==> src/rtl/ahb2apb_ctrl_pkg.sv <==
// Shared definitions for the AHB-Lite to APB bridge controller:
// HTRANS/HRESP/HSIZE encodings, FSM state codes and small decode helpers.
package ahb2apb_ctrl_pkg;

    localparam logic [1:0] HTRANS_IDLE   = 2'b00;
    localparam logic [1:0] HTRANS_BUSY   = 2'b01;
    localparam logic [1:0] HTRANS_NONSEQ = 2'b10;
    localparam logic [1:0] HTRANS_SEQ    = 2'b11;

    localparam logic HRESP_OKAY  = 1'b0;
    localparam logic HRESP_ERROR = 1'b1;

    localparam logic [2:0] HSIZE_BYTE = 3'b000;
    localparam logic [2:0] HSIZE_HALF = 3'b001;
    localparam logic [2:0] HSIZE_WORD = 3'b010;

    typedef enum logic [2:0] {
        ST_IDLE   = 3'd0,
        ST_WDATA  = 3'd1,
        ST_SETUP  = 3'd2,
        ST_ACCESS = 3'd3,
        ST_ERR1   = 3'd4,
        ST_ERR2   = 3'd5
    } state_e;

    // Only NONSEQ and SEQ carry a real transfer; IDLE and BUSY are ignored.
    function automatic logic is_active_trans(input logic [1:0] htrans);
        case (htrans)
            HTRANS_NONSEQ, HTRANS_SEQ: is_active_trans = 1'b1;
            HTRANS_IDLE, HTRANS_BUSY:  is_active_trans = 1'b0;
            default:                   is_active_trans = 1'b0;
        endcase
    endfunction

    // Byte lane strobes for a 32-bit APB4 bus; reads never strobe.
    function automatic logic [3:0] apb_strobe(input logic       write,
                                              input logic [2:0] hsize,
                                              input logic [1:0] addr);
        if (!write) begin
            apb_strobe = 4'b0000;
        end else begin
            case (hsize)
                HSIZE_BYTE: apb_strobe = 4'b0001 << addr;
                HSIZE_HALF: apb_strobe = 4'b0011 << {addr[1], 1'b0};
                HSIZE_WORD: apb_strobe = 4'b1111;
                default:    apb_strobe = 4'b1111;
            endcase
        end
    endfunction

endpackage

==> src/rtl/ahb2apb_ctrl_regnb.sv <==
// Enabled holding register without reset, used for the bridge's captured
// address/control and write data.
module ahb2apb_ctrl_regnb #(
    parameter int W = 1
) (
    input  logic         clk,
    input  logic         en_i,
    input  logic [W-1:0] d_i,
    output logic [W-1:0] q_o
);

    logic [W-1:0] data_d;
    logic [W-1:0] data_q;

    // Load new contents only when enabled, otherwise hold.
    always_comb begin
        data_d = en_i ? d_i : data_q;
    end

    // Plain storage flop; contents are don't-care until first load.
    always_ff @(posedge clk) begin
        data_q <= data_d;
    end

    assign q_o = data_q;

endmodule

==> src/rtl/ahb2apb_ctrl.sv <==
// AHB-Lite slave front end and APB master sequencer of the AHB-Lite to APB
// bridge. One AHB transfer is accepted, held, and replayed as one APB
// SETUP/ACCESS cycle; read data, wait states and errors return to AHB.
// Optional APB4 sideband (pstrb/pprot) is enabled by defining AHB2APB_APB4_EN.
module ahb2apb_ctrl
    import ahb2apb_ctrl_pkg::*;
#(
    parameter int AW = 16,
    parameter int DW = 32
) (
    input  logic          clk,
    input  logic          rst_n,
    input  logic          hsel_i,
    input  logic [AW-1:0] haddr_i,
    input  logic [1:0]    htrans_i,
    input  logic          hwrite_i,
    input  logic [DW-1:0] hwdata_i,
    input  logic          hready_i,
`ifdef AHB2APB_APB4_EN
    input  logic [2:0]    hsize_i,
    input  logic [3:0]    hprot_i,
`endif
    output logic          hreadyout_o,
    output logic          hresp_o,
    output logic [DW-1:0] hrdata_o,
    output logic          psel_o,
    output logic          penable_o,
    output logic          pwrite_o,
    output logic [AW-1:0] paddr_o,
    output logic [DW-1:0] pwdata_o,
`ifdef AHB2APB_APB4_EN
    output logic [DW/8-1:0] pstrb_o,
    output logic [2:0]    pprot_o,
`endif
    input  logic [DW-1:0] prdata_i,
    input  logic          pready_i,
    input  logic          pslverr_i
);

`ifdef AHB2APB_APB4_EN
    localparam int HW = AW + 1 + 3 + 2;
`else
    localparam int HW = AW + 1;
`endif

    state_e        state_d, state_q;
    logic          psel_d, psel_q;
    logic          penable_d, penable_q;
    logic          hreadyout_d, hreadyout_q;
    logic          hresp_d, hresp_q;
    logic [DW-1:0] hrdata_d, hrdata_q;

    logic          accept;
    logic          hold_en;
    logic          wdata_en;
    logic [HW-1:0] hold_d;
    logic [HW-1:0] hold_q;

    assign accept = hsel_i & hready_i & is_active_trans(htrans_i);

`ifdef AHB2APB_APB4_EN
    logic [1:0] unused_hprot;
    assign unused_hprot = hprot_i[3:2];
    assign hold_d = {hprot_i[1:0], hsize_i, hwrite_i, haddr_i};
`else
    assign hold_d = {hwrite_i, haddr_i};
`endif

    ahb2apb_ctrl_regnb #(.W(HW)) u_hold_addr (
        .clk  (clk),
        .en_i (hold_en),
        .d_i  (hold_d),
        .q_o  (hold_q)
    );

    ahb2apb_ctrl_regnb #(.W(DW)) u_hold_wdata (
        .clk  (clk),
        .en_i (wdata_en),
        .d_i  (hwdata_i),
        .q_o  (pwdata_o)
    );

    assign paddr_o  = hold_q[AW-1:0];
    assign pwrite_o = hold_q[AW];

`ifdef AHB2APB_APB4_EN
    assign pprot_o = {~hold_q[AW+4], 1'b1, hold_q[AW+5]};
    assign pstrb_o = apb_strobe(pwrite_o, hold_q[AW+3:AW+1], paddr_o[1:0]);
`endif

    // Next state, holding-register loads, read-data capture and the
    // registered AHB/APB handshake outputs derived from the next state.
    always_comb begin
        state_d  = state_q;
        hrdata_d = hrdata_q;
        hold_en  = 1'b0;
        wdata_en = 1'b0;
        case (state_q)
            ST_IDLE, ST_ERR2: begin
                if (accept) begin
                    hold_en = 1'b1;
                    state_d = hwrite_i ? ST_WDATA : ST_SETUP;
                end else begin
                    state_d = ST_IDLE;
                end
            end
            ST_WDATA: begin
                wdata_en = 1'b1;
                state_d  = ST_SETUP;
            end
            ST_SETUP: begin
                state_d = ST_ACCESS;
            end
            ST_ACCESS: begin
                if (pready_i) begin
                    if (pslverr_i) begin
                        state_d = ST_ERR1;
                    end else begin
                        state_d = ST_IDLE;
                        if (!pwrite_o) begin
                            hrdata_d = prdata_i;
                        end
                    end
                end
            end
            ST_ERR1: begin
                state_d = ST_ERR2;
            end
            default: begin
                state_d = ST_IDLE;
            end
        endcase
        psel_d      = (state_d == ST_SETUP) || (state_d == ST_ACCESS);
        penable_d   = (state_d == ST_ACCESS);
        hreadyout_d = (state_d == ST_IDLE) || (state_d == ST_ERR2);
        hresp_d     = ((state_d == ST_ERR1) || (state_d == ST_ERR2)) ? HRESP_ERROR : HRESP_OKAY;
    end

    // State and output registers; reset aborts any transfer in flight.
    always_ff @(posedge clk or negedge rst_n) begin
        if (!rst_n) begin
            state_q     <= ST_IDLE;
            psel_q      <= 1'b0;
            penable_q   <= 1'b0;
            hreadyout_q <= 1'b1;
            hresp_q     <= HRESP_OKAY;
            hrdata_q    <= '0;
        end else begin
            state_q     <= state_d;
            psel_q      <= psel_d;
            penable_q   <= penable_d;
            hreadyout_q <= hreadyout_d;
            hresp_q     <= hresp_d;
            hrdata_q    <= hrdata_d;
        end
    end

    assign psel_o      = psel_q;
    assign penable_o   = penable_q;
    assign hreadyout_o = hreadyout_q;
    assign hresp_o     = hresp_q;
    assign hrdata_o    = hrdata_q;

endmodule

==> config.mk <==
export PLATFORM = sky130hd
export DESIGN_NAME = ahb2apb_ctrl
export DESIGN_NICKNAME = d
export VERILOG_FILES = /design/src/rtl/ahb2apb_ctrl_pkg.sv /design/src/rtl/ahb2apb_ctrl_regnb.sv /design/src/rtl/ahb2apb_ctrl.sv
export SDC_FILE = /design/constraint.sdc
export NUM_CORES = 1
export LEC_CHECK = 0
export ABC_AREA = 1
export BUFFER_PORTS_ARGS = -buffer_cell sky130_fd_sc_hd__buf_2
export CORE_ASPECT_RATIO = 0.6
export CORE_MARGIN = 5
export CORE_UTILIZATION = 39
export CTS_CLUSTER_SIZE = 10
export DETAILED_ROUTE_END_ITERATION = 6
export MAX_ROUTING_LAYER = met4
export PLACE_DENSITY = 0.82
export SLEW_MARGIN = 5
export SYNTH_ARGS = -nofsm -noshare
export SYNTH_HDL_FRONTEND = slang
export SYNTH_HIERARCHICAL = 1
export SYNTH_SLANG_ARGS = --single-unit
==> constraint.sdc <==
create_clock -name clk -period 2.3 [get_ports clk]
set_input_delay 0.46 -clock clk [delete_from_list [all_inputs] [get_ports clk]]
set_output_delay 0.46 -clock clk [all_outputs]
set_load 0.01 [all_outputs]
==> metrics, run 1 <==
status completed; post-DR wirelength/cell 14.17 um; minimum clock period 1.749 ns; Worst Tran Pin Value 0.8474 ns; fmax 571.9 MHz; Post-synth EDFFs 49; relative slew slack 0.4350; ys flop type edfxtp_1; Setup-failing EPs final 0; GRT Total Usage 0.1598; Hold Buf Count CTS 0; sequential fraction of the synthesis area 0.7882; max cap viols 0; # DRC 0; total CTS buffers 9; FILL cells 689; Leak 2.203 nW; R2R cell count 6; CTS root buf clkbuf_16; Post-CTS Resized 0; Yosys top cell area share 0.4736; critical path class flip-flop to flip-flop; initial antenna violation count 0; largest net degree at the start of global routing 40; FP Rows 25; Worst Setup EP u_hold_addr/q_o[1]; Worst-path clk slew 0.06 ns; Setup TNS 0 ns; syn_nets 321; Synth top cells by count 76 x nand2_1, 49 x edfxtp_1, 38 x dfrtp_1; Post-DRT Antenna Nets 0; Synth async-reset ratio 0.4432; Via Count 2305; Final Hold Viols 0; WP data arrival 1.71 ns; CP max FO 17; count leader, synth nand2_1; num ports 174; fin crit share 0.7603; area leader, netlist edfxtp_1; Starting Density 0.3973; syn_area_per_cell 13.39 um^2; WL final 7398 um; share of post-route cells with drive strength above 1 0.4734; Syn Std Cell Area 3107 um^2; critical path startpoint state_q[0]; first drt pass iteration count 4; Area growth syn-to-layout 39.83%; worst clock skew 0.002381 ns; crit path launch type flip-flop; clock buffer depth 2; CORE AREA 7820 um^2; Max VDD drop 0.5318 mV; Iter 0 DRT Violations 146; Via density 4.416; ranking of synthesized cells by area edfxtp_1 47%, dfrtp_1 31%, nand2_1 9.2%; CTS Sinks 88; Critical R2R Launch state_q[0]; Tightest Hold Check Type input pin to asynchronous set/reset pin; Pwr Density 1174 nW/um^2; Worst EP required 2.26 ns; die area 9910 um^2; postcts setup bufs 0; CTS tree done; RePlAce Congestion 0.7737; H-tree depth 3; vias in the first global route 2465; Clock Latency Late Sink 0.33 ns; Ant. Diodes 0; Yosys cell types 17; Port Buffers 172; flops & latches, synth 88; nets 498; Post-DP HPWL 5647 um; RSZ-0062 raised after global routing no; WHS 0.2337 ns; remaining global-route overflow 0; Chip Width 125.2 um; synth warn 6; Slew Viols, Final 0; flop2flop setup slack 0.55 ns; Crit. End Element flip-flop; Die Y 79.14 um; Syn Inst Count 232; Worst R2R End u_hold_addr/q_o[1]; first-pass GRT wire length 12050 um
==> worst min-delay path by stage <==
stage	startpoint	end	slack, ns	depth (start not counted)
2_1_floorplan	rst_n	hrdata_o[0]	0.16	0
3_3_place_gp	hrdata_o[28]	hrdata_o[28]	0.45	2
3_5_place_dp	hrdata_o[17]	hrdata_o[17]	0.45	2
4_1_cts	rst_n	hrdata_o[0]	0.26	1
5_1_grt	hwdata_i[10]	u_hold_wdata/q_o[10]	0.28	1
6_report	rst_n	hrdata_o[26]	0.23	1
==> metrics by stage <==
stage / total power, mW / cell area [um^2] / util / cells / worst slack (ns)
4_1_cts: 5.185 / 4344 / 0.5555 / 522 / 0.5414
5_1_grt: 5.429 / 4344 / 0.5555 / 522 / 0.4477
3_3_place_gp: 3.720 / 4056 / 0.5187 / 506 / 0.6092
6_report: 5.100 / 4344 / 0.5555 / 522 / 0.5514
2_1_floorplan: 3.128 / 3109 / - / 232 / 0.4613
3_5_place_dp: 3.779 / 4056 / 0.5187 / 506 / 0.5518
==> per-layer routing <==
layer | part of all wire | GRT usage | vias to the layer above
met5 | 0 | - | -
met2 | 0.47 | 0.2583 | 107
li1 | - | - | 1136
met4 | 0.0095 | 0.04221 | 0
met1 | 0.44 | 0.1917 | 1054
met3 | 0.080 | 0.06048 | 8
==> power by group <==
group,internal (mW),switching [mW]
sequential,2.19,0.186
combinational,0.504,0.836
clock,0.829,0.552
==> state kept, by name (all words and copies together), names as in the netlist <==
register	flops
u_hold_addr/q_o	17
hreadyout_o	1
hresp_o	1
penable_o	1
u_hold_wdata/q_o	32
psel_o	1
state_q	3
hrdata_o	32
==> worst max-delay path, cell delays in order, from the launching register on <==
cell and delay [ns]:
dfrtp_1 0.41, inv_1 0.06, nand2_1 0.08, nand2_1 0.06
nor2_1 0.17, nand4_1 0.10, inv_1 0.48
==> final cells by class <==
class                      count  area (um^2)  area share
sequential                    88         2449      0.5637
timing repair buffer         175        883.3      0.2033
multi-input combinational    128        563.0      0.1296
clock buffer                   9        225.2     0.05184
tap                          108        135.1     0.03111
clock inverter                 7        62.56     0.01440
inverter                       7        26.28    0.006048
==> logic make-up after synthesis <==
| family | after synthesis | synth area share |
|---|---|---|
| buffers and inverters | 16 | 0.03141 |
| flip-flops | 88 | 0.7882 |
| AND/OR/NAND/NOR | 126 | 0.1772 |
| AO/OA/AOI/OAI | 2 | 0.003219 |
==> cell usage in the layout (no fill, tap or decap), drive strengths merged <==
cell type / count
nor2: 11
bufinv: 1
nand3: 35
nand4: 1
nand2: 79
clkbuf: 9
edfxtp: 49
inv: 7
o21ai: 1
a21oi: 1
dfrtp: 38
clkinv: 4
dfstp: 1
clkinvlp: 2
buf: 175
Power figures use the tool's default switching activity.
==> inputs of run 2 (changes only) <==
--- a/config.mk
+++ b/config.mk
@@ -5,15 +5,15 @@
 export SDC_FILE = /design/constraint.sdc
 export NUM_CORES = 1
 export LEC_CHECK = 0
-export ABC_AREA = 1
+export ABC_AREA = 0
 export BUFFER_PORTS_ARGS = -buffer_cell sky130_fd_sc_hd__buf_2
 export CORE_ASPECT_RATIO = 0.6
 export CORE_MARGIN = 5
-export CORE_UTILIZATION = 39
+export CORE_UTILIZATION = 44
 export CTS_CLUSTER_SIZE = 10
 export DETAILED_ROUTE_END_ITERATION = 6
 export MAX_ROUTING_LAYER = met4
-export PLACE_DENSITY = 0.82
+export PLACE_DENSITY = 0.87
 export SLEW_MARGIN = 5
 export SYNTH_ARGS = -nofsm -noshare
 export SYNTH_HDL_FRONTEND = slang
==> constraint.sdc (replaced) <==
create_clock -name clk -period 1.8 [get_ports clk]
set_input_delay 0.36 -clock clk [delete_from_list [all_inputs] [get_ports clk]]
set_output_delay 0.36 -clock clk [all_outputs]
set_load 0.01 [all_outputs]
==> metrics, run 2 <==
status completed; total CTS buffers 9 (unchanged); flops & latches, synth 88 (unchanged); relative slew slack 0.6636 (+0.2286); Hold Buf Count CTS 0 (unchanged); sequential fraction of the synthesis area 0.7822 (-0.005985); CTS tree done; Yosys top cell area share 0.4700 (-0.003597); Cell Chain, Critical Path and4b_2 -> nand2_4 -> buf_12 -> mux2_4; most common cell after layout, fill and taps aside buf_2; ys flop type edfxtp_1; first-pass GRT wire length 10690 um (-11%); crit path launch type flip-flop; Chip Width 118.9 um (-5.1%); critical path startpoint state_q[1]; Yosys cell types 22 (+5); post-route cell area 4427 um^2 (+1.9%); Post-DP HPWL 5432 um (-3.8%); first drt pass iteration count 4 (unchanged); WP depth 4 (-2); GRT Total Usage 0.1650 (+0.005179); CTS Sinks 88 (unchanged); area leader, netlist edfxtp_1; critical path class flip-flop to flip-flop; # DRC 0 (unchanged); Syn Inst Count 144 (-38%); WL final 7048 um (-4.7%); share of post-route cells with drive strength above 1 0.6994 (+0.2260); count leader, synth edfxtp_1; initial antenna violation count 0 (unchanged); Via density 4.605 (+4.3%); Setup-failing EPs final 0 (unchanged); Critical R2R Launch state_q[1]; Starting Density 0.4609 (+0.06366); ranking of synthesized cells by area edfxtp_1 47%, dfrtp_1 30%, mux2_4 14%; post-DR wirelength/cell 16.66 um (+18%); Slew Viols, Final 0 (unchanged); highest-count cells in the layout ignoring fill and taps 172 x buf_2, 49 x edfxtp_1, 38 x dfrtp_1; Clock Latency Late Sink 0.33 ns (about the same); Setup TNS 0 ns (unchanged); die area 8957 um^2 (-9.6%); synth warn 6 (unchanged); syn_area_per_cell 21.74 um^2 (+62%); CTS root buf clkbuf_16; Ant. Diodes 0 (unchanged); Via Count 1948 (-15%); R2R cell count 4 (-2); Worst-path clk slew 0.06 ns (about the same); syn_nets 233 (-27%); CP max FO 17 (unchanged); kind of cell adding the most delay to the critical path simple AND/OR/NAND/NOR gates; num ports 174 (unchanged); CP max-delay cell dfrtp_1; Final Hold Viols 0 (unchanged); slowest cell delay on critical path 0.46 ns (-0.02 ns); Die Y 75.34 um (-4.8%); post-layout util 0.6518 (+0.09628); FP Rows 23 (-8.0%); Worst EP required 2.01 ns (-0.25 ns); postcts setup bufs 0 (unchanged); Design Power 6.869 mW (+35%); Leak 2.165 nW (-1.7%); Tightest Hold Check Type input pin to asynchronous set/reset pin; H-tree depth 3 (unchanged); Post-CTS Resized 0 (unchanged); Syn Std Cell Area 3131 um^2 (+0.77%); Iter 0 DRT Violations 84 (-42%); Post-DRT Antenna Nets 0 (unchanged); worst clock skew 0.003452 ns (+0.001071 ns); Worst Tran Pin Value 0.5045 ns (-0.3429 ns); Placed Area 4131 um^2 (+1.9%); remaining global-route overflow 0 (unchanged); Max VDD drop 0.9181 mV (+73%); Bufs and invs on worst path 1 (-1); Synth async-reset ratio 0.4432 (unchanged); clock buffer depth 2 (unchanged); RSZ-0062 raised after global routing no; fmax 627.3 MHz (+9.7%); max cap viols 0 (unchanged); WP data arrival 1.81 ns (+0.10 ns); RePlAce Congestion 0.7113 (-8.1%); nets 420 (-16%); fin crit share 0.8857 (+0.1254); Pwr Density 1552 nW/um^2 (+32%); Area growth syn-to-layout 41.41%; vias in the first global route 2139 (-13%); Crit. End Element flip-flop; Synth top cells by count 49 x edfxtp_1, 38 x dfrtp_1, 30 x mux2_4; Port Buffers 172 (unchanged); minimum clock period 1.594 ns (-0.1544 ns); CORE AREA 6792 um^2 (-13%); Post-synth EDFFs 49 (unchanged); largest net degree at the start of global routing 40 (unchanged)
-- run 2: cell count changes after synthesis, sizes merged, moves of 2 or more --
cell   change
a21o       +2
inv        -6
mux2      +32
nand3     -34
buf        -5
nor2       -7
nand2     -78
a22o       +2
-- run 2: power breakdown --
part	total, mW	internal (mW)	switching (mW)
Sequential	3.10	2.81	0.288
Clock	1.80	1.08	0.724
Combinational	1.96	1.06	0.905
-- run 2: routing by layer --
metal / global-route usage / part of all wire / vias up
met5: - / 0 / -
met4: 0.05263 / 0.0071 / 0
met3: 0.07196 / 0.091 / 8
met2: 0.2774 / 0.51 / 102
met1: 0.1819 / 0.40 / 921
li1: - / - / 917
-- run 2: path summary, 6_finish.rpt --
path                                 endpoint  slack, ns
max                               hrdata_o[0]       0.21
min                              hrdata_o[11]       0.09
max reg2reg                       hrdata_o[0]       0.21
min reg2reg                      hrdata_o[29]       0.51
max in group asynchronous         hreadyout_o       1.35
min in group clk           u_hold_addr/q_o[4]       0.20
-- run 2: logic make-up (layout without fill, tap and decap cells) --
| kind of cell | after synthesis | after routing | synth area share |
|---|---|---|---|
| DFF | 88 | 88 | 0.7822 |
| muxes | 32 | 32 | 0.1511 |
| and+or+nand+nor | 11 | 11 | 0.02238 |
| AOI/OAI and AO/OA | 7 | 7 | 0.01878 |
| buffers and inverters | 5 | 197 | 0.02278 |
| xor gates and xnor gates | 1 | 1 | 0.002798 |
-- run 2: area by class of cell --
cell class	count	area [um^2]
sequential	88	2449
fill	501	2365
timing repair buffer	180	945.9
multi-input combinational	51	624.3
clock buffer	10	229.0
tap	87	108.9
clock inverter	6	66.31
inverter	1	3.754
-- run 2: per-stage QoR --
step	hold WS (ns)	worst slack, ns	std cells
2_1_floorplan	0.06441	0.01664	144
3_3_place_gp	0.4440	0.2335	407
3_5_place_dp	0.4526	0.2067	407
4_1_cts	0.09518	0.1895	423
5_1_grt	0.1244	0.1394	423
6_report	0.08587	0.2058	423
